## config.mk

```make
export PLATFORM = sky130hd
export DESIGN_NAME = ram8_reader
export DESIGN_NICKNAME = d
export VERILOG_FILES = /design/src/rtl/ram8_reader_pkg.sv /design/src/rtl/ram8_addr_counter.sv /design/src/rtl/ram8_reader.sv
export SDC_FILE = /design/constraint.sdc
export NUM_CORES = 1
export LEC_CHECK = 0
export ABC_AREA = 1
export CORE_MARGIN = 5
export CORE_UTILIZATION = 41
export DETAILED_ROUTE_END_ITERATION = 7
export HOLD_SLACK_MARGIN = 0.02
export PLACE_DENSITY = 0.76
export SKIP_LAST_GASP = 1
export SLEW_MARGIN = 20
export SYNTH_ARGS = -nofsm -noshare
export SYNTH_HDL_FRONTEND = slang
export SYNTH_SLANG_ARGS = --single-unit
export TNS_END_PERCENT = 20
```

## constraint.sdc

```tcl
create_clock -name clk -period 1.7 [get_ports clk]
set_clock_uncertainty 0.15 [all_clocks]
set_input_delay 0.255 -clock clk [delete_from_list [all_inputs] [get_ports clk]]
set_output_delay 0.255 -clock clk [all_outputs]
set_load 0.02 [all_outputs]
```

## src/rtl/ram8_reader_pkg.sv

```systemverilog
// Shared RAM8 geometry and reader FSM encoding, used by RAM8, its loaders and the reader.
package ram8_reader_pkg;

  localparam int unsigned Ram8Width = 16;
  localparam int unsigned Ram8AddrW = 3;
  localparam int unsigned Ram8Depth = 8;

  typedef enum logic [1:0] {
    StIdle  = 2'd0,
    StFetch = 2'd1,
    StHold  = 2'd2,
    StDone  = 2'd3
  } reader_state_e;

endpackage

```

## src/rtl/ram8_addr_counter.sv

```systemverilog
// Sweep pointer with modulo wrap plus the down-counter of words still to deliver.
module ram8_addr_counter
  import ram8_reader_pkg::*;
#(
  parameter int unsigned ADDR_W = Ram8AddrW
) (
  input  logic              clk,
  input  logic              reset,
  input  logic              load,
  input  logic [ADDR_W-1:0] base,
  input  logic [ADDR_W:0]   count,
  input  logic              advance,
  output logic [ADDR_W-1:0] ptr,
  output logic              last
);

  localparam logic [ADDR_W:0] MaxCount = {1'b1, {ADDR_W{1'b0}}};
  localparam logic [ADDR_W:0] OneCount = {{ADDR_W{1'b0}}, 1'b1};

  logic [ADDR_W-1:0] ptr_q, ptr_d;
  logic [ADDR_W:0]   rem_q, rem_d;
  logic [ADDR_W:0]   count_clamped;

  assign count_clamped = (count > MaxCount) ? MaxCount : count;
  assign last          = (rem_q == OneCount);
  assign ptr           = ptr_q;

  always_comb begin
    ptr_d = ptr_q;
    rem_d = rem_q;
    if (load) begin
      ptr_d = base;
      rem_d = count_clamped;
    end else if (advance) begin
      rem_d = rem_q - OneCount;
      // The pointer stays on the final word so ram_address is stable into DONE.
      if (!last) begin
        ptr_d = ptr_q + 1'b1;
      end
    end
  end

  always_ff @(posedge clk) begin
    if (reset) begin
      ptr_q <= '0;
      rem_q <= '0;
    end else begin
      ptr_q <= ptr_d;
      rem_q <= rem_d;
    end
  end

endmodule

```

## src/rtl/ram8_reader.sv

```systemverilog
// Read-only sweep engine for RAM8: fetches a (possibly wrapping) address range and
// presents each word on a valid/ready stream, pulsing done when the sweep ends.
module ram8_reader
  import ram8_reader_pkg::*;
#(
  parameter int unsigned WIDTH  = Ram8Width,
  parameter int unsigned ADDR_W = Ram8AddrW
) (
  input  logic              clk,
  input  logic              reset,
  input  logic              start,
  input  logic [ADDR_W-1:0] base,
  input  logic [ADDR_W:0]   count,
  output logic [ADDR_W-1:0] ram_address,
  output logic              ram_load,
  output logic [WIDTH-1:0]  ram_in,
  input  logic [WIDTH-1:0]  ram_out,
  output logic [WIDTH-1:0]  data,
  output logic [ADDR_W-1:0] data_addr,
  output logic              valid,
  input  logic              ready,
  output logic              busy,
  output logic              done
);

  reader_state_e state_q, state_d;

  logic [WIDTH-1:0]  data_q, data_d;
  logic [ADDR_W-1:0] data_addr_q, data_addr_d;
  logic              valid_q, valid_d;

  logic              cnt_load, cnt_advance, cnt_last;
  logic [ADDR_W-1:0] ptr;

  ram8_addr_counter #(
    .ADDR_W (ADDR_W)
  ) u_addr_counter (
    .clk     (clk),
    .reset   (reset),
    .load    (cnt_load),
    .base    (base),
    .count   (count),
    .advance (cnt_advance),
    .ptr     (ptr),
    .last    (cnt_last)
  );

  always_ff @(posedge clk) begin
    if (reset) begin
      state_q <= StIdle;
    end else begin
      state_q <= state_d;
    end
  end

  always_comb begin
    state_d = state_q;
    case (state_q)
      StIdle: begin
        if (start) begin
          state_d = (count == '0) ? StDone : StFetch;
        end
      end
      StFetch: state_d = StHold;
      StHold: begin
        if (ready) begin
          state_d = cnt_last ? StDone : StFetch;
        end
      end
      StDone:  state_d = StIdle;
      default: state_d = StIdle;
    endcase
  end

  // Captured word is only replaced in FETCH, so RAM8 changes during HOLD are invisible.
  always_comb begin
    data_d      = data_q;
    data_addr_d = data_addr_q;
    valid_d     = valid_q;
    if (state_q == StFetch) begin
      data_d      = ram_out;
      data_addr_d = ptr;
      valid_d     = 1'b1;
    end else if (state_q == StHold && ready) begin
      valid_d = 1'b0;
    end
  end

  always_ff @(posedge clk) begin
    if (reset) begin
      data_q      <= '0;
      data_addr_q <= '0;
      valid_q     <= 1'b0;
    end else begin
      data_q      <= data_d;
      data_addr_q <= data_addr_d;
      valid_q     <= valid_d;
    end
  end

  always_comb begin
    cnt_load    = (state_q == StIdle) && start && (count != '0);
    cnt_advance = (state_q == StHold) && ready;
    busy        = (state_q != StIdle);
    done        = (state_q == StDone);
    ram_address = ptr;
    ram_load    = 1'b0;
    ram_in      = '0;
    data        = data_q;
    data_addr   = data_addr_q;
    valid       = valid_q;
  end

endmodule

```

# Word-level counts from Yosys, hierarchy flattened
# Index checks and enable logic that the tools add are counted.
word_totals:
  register_bits: 29
  latch_bits: 0
  ramBits: 0
  romBits: 0
  inputBits: 27
  out_inout_bits: 42
  wordCells: 40
  n_memories: 0
classes:
  n_addsub: 2
  mul: 0
  div_mod_pow: 0
  magnitude_cmp: 1
  eq_ne: 7
  shifts: 0
  muxes: 13
  n_bitwise: 0
  n_reduce_logical: 11
op_table:
  columns: ["op", "count"]
  rows:
  - ["2-to-1 mux 4 bit", 3]
  - ["2-to-1 mux 3 bit", 3]
  - ["2-to-1 mux 2 bit", 4]
  - ["one-hot mux 2 bit (4 select lines)", 1]
  - ["!= test 2 bit (second input constant)", 3]
  - ["nonzero test 2 bit", 3]
  - ["== test 2 bit (second input constant)", 2]
  - ["== test 4 x 1 -> 1 bit (second input constant)", 1]
  - ["greater-than comparator 4 bit (second input constant)", 1]
  - ["logical NOT 4 bit", 1]
  - ["AND reduction 2 bit", 2]
  - ["nonzero test 4 bit", 1]
  - ["subtractor 4 x 1 -> 4 bit (second input constant)", 1]
  - ["adder 3 x 1 -> 3 bit (second input constant)", 1]
  - ["logical AND 1 bit", 3]
  - ["== test 2 x 1 -> 1 bit (second input constant)", 1]
  - ["logical NOT 2 bit", 1]
  - ["2-to-1 mux 1 bit", 2]

# Logic depth before layout (Yosys ltp)
depth:
  depth_word: 5
  mapped_depth: 8
  ltp_nobuf: 8

# Hierarchy
# Synthesis repeated with hierarchy kept, for this count alone.
hier_totals:
  cells_unflattened: 206
  hier_area_um2: 1443.9
by_module_without_submodules:
  columns: ["module", "n_inst", "cells_each", "area_per_inst_um2", "seq_area_each_um2"]
  rows:
  - ["ram8_reader", 1, 129, 957.2, 440.4]
  - ["ram8_addr_counter", 1, 77, 486.7, 140.1]

# Worst setup path after synthesis
# No wires, ideal clock.
synth_path:
  path_type: "register -> register"
  start: "register u_addr_counter.ptr_q[1], in the netlist u_addr_counter.ptr[1]"
  end: "register u_addr_counter.ptr_q[2], in the netlist u_addr_counter.ptr[2]"
  setup_time_ns: 0.117
  arrival_time_ns: 0.985
  required_time_ns: 1.433
  path_slack_ns: 0.448
  path_stages_with_launch: 9
  n_path_buf: 0
  period_less_slack_ns: 1.252
  cell_sequence: "dfxtp_1 > ha_1 > inv_1 > nand2_1 > nand2_1 > nand3_1 > nand2_1 > inv_1 > a21oi_1"
synth_via:
  elab_chain_len: 4
synth_lines:
  columns: ["element", "line", "rtl"]
  rows:
  - ["start: declaration", "ram8_addr_counter.sv:20", "logic [ADDR_W-1:0] ptr_q, ptr_d;"]
  - ["start signal: assignment", "ram8_addr_counter.sv:48", "ptr_q <= ptr_d;"]
  - ["adder 3 x 1 -> 3 bit", "ram8_addr_counter.sv:38", "ptr_d = ptr_q + 1'b1;"]
  - ["2-to-1 mux 3 bit", "ram8_addr_counter.sv:37", "if (!last) begin"]
  - ["2-to-1 mux 3 bit", "ram8_addr_counter.sv:34", "end else if (advance) begin"]
  - ["2-to-1 mux 3 bit", "ram8_addr_counter.sv:31", "if (load) begin"]
# No other way between the ends. The select of a mux whose other input is x is not followed.
# A chain may end at the register's enable or synchronous reset.

# Worst setup path in the final report
layout_path:
  start: "register data_q[1], in the netlist data[1]"
  end: "output port data[1]"
layout_rtl:
  columns: ["element", "line", "rtl"]
  rows:
  - ["start: declaration", "ram8_reader.sv:28", "logic [WIDTH-1:0] data_q, data_d;"]
  - ["start signal: assignment", "ram8_reader.sv:95", "data_q <= data_d;"]
  - ["end: declaration", "ram8_reader.sv:18", "output logic [WIDTH-1:0] data,"]
# No word-level cell between the ends.

==> metrics.yaml <==
violations: "negative setup slack"
setup_slack_ns: -0.02323
rows: 21
post-route-period-util: 1.014
worstSetupPathType: "reg -> out"
worstSetupEndpointType: "primary output"
synth_seq_cells: 29
syn_inst: 203
routed_wl_um: 3437
antenna_found_initial: 0
wl_per_cell_um: 11.27
p_leak_uw: 0.0009889
status: "complete, but fails checks"
ys_warn_count: 0
synth_common_cells: "42 x nor2_1, 29 x dfxtp_1, 22 x nand2_1"
crit_required_ns: 1.29
dp_hpwl_um: 2713
yosys.area.top_type_share: 0.3956
insertedDiodeCount: 0
viasPerCell: 4.567
yosysMostFrequentCell: "nor2_1"
setup.worst_path.start_class: "flip-flop"
area.growth.synth_to_final_pct: 38.19
maxCapViolCount: 0
p_seq_frac: 0.428
yosysTopAreaCell: "dfxtp_1"
ir_worst_vdd_uv: 615.0
drive_gt1_frac: 0.08494
htreeDepth: 2
synth_area_leaders: "dfxtp_1 40%, nor2_1 11%, buf_4 9.2%"
ys.flop_type: "dfxtp_1"
start_util: 0.4330
total_power_uw: 1945
cts_num_sinks: 29
worst_pin_slew_ns: 0.5608
slowest_delay_ns: 0.64
clk_pin_slew_ns: 0.09
vias: 1393
cp_max_fo: 2
grt.total_usage: 0.1451
finalCriticalPeriod_ns: 1.723
initialDrtViolationCount: 55
maxSlewViolCount: 0
clockPowerShare: 0.200
p_sw_uw: 704.1
yosysSeqAreaShare: 0.3956
max_freq_mhz: 580.3
arrival_ns: 1.32
combPwrFrac: 0.373
crit_buf_inv: 1
place.gp.congestion: 0.8565
cts_made_buffers: 5
grt_pass1_vias: 1387
syn_area_mm2: 0.001468
avgSynthCellArea_um2: 7.230
p_sw_frac: 0.3619
yosysUniqueCellTypes: 25
min_path_type: "reg -> reg"
crit_chain: "clkdlybuf4s50_1"
cts-root-buf: "clkbuf_4"
die_x_um: 69.83
async_reset_ff_frac: 0
hold_viol: 0
ios: 69
design.die.area_mm2: 0.004876
worst_path_max_delay_cell: "clkdlybuf4s50_1"
grt_max_degree: 23
clock_path_buffers: 2
cts_tree: "built"
drc: 0
core-area_mm2: 0.003390
cts_hold_buf: 0
powerDensity_mw_per_mm2: 959.1
clock_latency_ns: 0.32
setup_violations: 1
grt-ovfl-total: 0
internal_power_uw: 1241
numPortBuffers: 51
relSlewSlack: 0.6257
nets: 288
ant_nets: 0
crit_family: "buffers and inverters"
pre_cts_slack_ns: -0.009481
die_height_um: 69.83
rsz0062_at_grt: "true"
grt_pass1_wl_um: 5789
drt-pass1-iter-count: 4
synth_enable_flop_cells: 0
[area by class of cell]
class,instances,area (um^2)
multi-input combinational,144,703.2
inverter,23,86.33
sequential,29,580.6
tap,46,57.56
timing repair buffer,55,549.3
clock inverter,2,10.01
clock buffer,6,41.29
fill,332,1361
[layer usage]
layer	up-vias	part of all wire	global-route usage
met3	7	0.085	0.05362
met4	0	0.016	0.05106
met1	625	0.42	0.1509
met5	-	0	0
met2	41	0.48	0.2644
li1	720	-	-
[logic make-up after synthesis]
kind of cell               Yosys count  share of synthesized area
other                                1                   0.002555
xor gates and xnor gates             1                   0.005969
DFF                                 29                     0.3956
buffers and inverters               46                     0.1662
AOI/OAI and AO/OA                   29                    0.09889
and+or+nand+nor                     94                     0.3052
adders and majority gates            3                    0.02558
[per-stage QoR]
stage | area, um^2 | utilization | setup TNS (ns) | std cells | hold slack [ns]
6_report | 2028 | 0.5984 | -0.02323 | 305 | 0.3181
5_1_grt | 2028 | 0.5984 | -0.4042 | 305 | 0.3542
4_1_cts | 2018 | 0.5954 | -0.3050 | 305 | 0.3211
3_5_place_dp | 1968 | 0.5807 | -0.01293 | 297 | 0.3075
3_3_place_gp | 1968 | 0.5807 | 0 | 297 | 0.2998
2_1_floorplan | 1528 | - | 0 | 219 | 0.2399
[path summary, 6_finish.rpt]
path                                 start      endpoint  slack [ns]  cells past startpoint
worst max-delay path               data[1]       data[1]       -0.02                      1
worst min register to register       valid         valid        0.32                      2
worst min-delay path                 valid         valid        0.32                      2
worst max register to register  state_q[1]  data_addr[0]        0.26                      5
[registers in the layout (all words and copies together), names as in the netlist]
| register | flops |
|---|---|
| u_addr_counter.rem_q | 4 |
| data | 16 |
| valid | 1 |
| state_q | 2 |
| data_addr | 3 |
| u_addr_counter.ptr | 3 |
[what timing repair did]
action                                  4_1_cts  5_1_grt
setup buffers                                 0        0
endpoints found under the setup margin        6       24
resized for setup                             1        4
[cells in the final DEF (no fill, tap or decap), drive strengths merged]
cell and count:
clkdlybuf4s50 46, o21ai 21, xor2 1, ha 3, nand3b 1, nand4 1
nand2 25, dlymetal6s2s 4, conb 17, nor3 1, nor2 45, buf 4
a21oi 8, dlygate4sd2 1, inv 23, dfxtp 29, nand3 20, clkbuf 6
or2 1, clkinv 2
[power groups by stage]
stage	Combinational (uW)	Sequential [uW]	Clock [uW]
after floorplan	365	942	0
after global placement	727	844	0
after detailed placement	735	848	0
after CTS	733	832	401
after global routing	803	845	432
final	725	832	388
No activity file was read; power rests on OpenSTA's default activity.
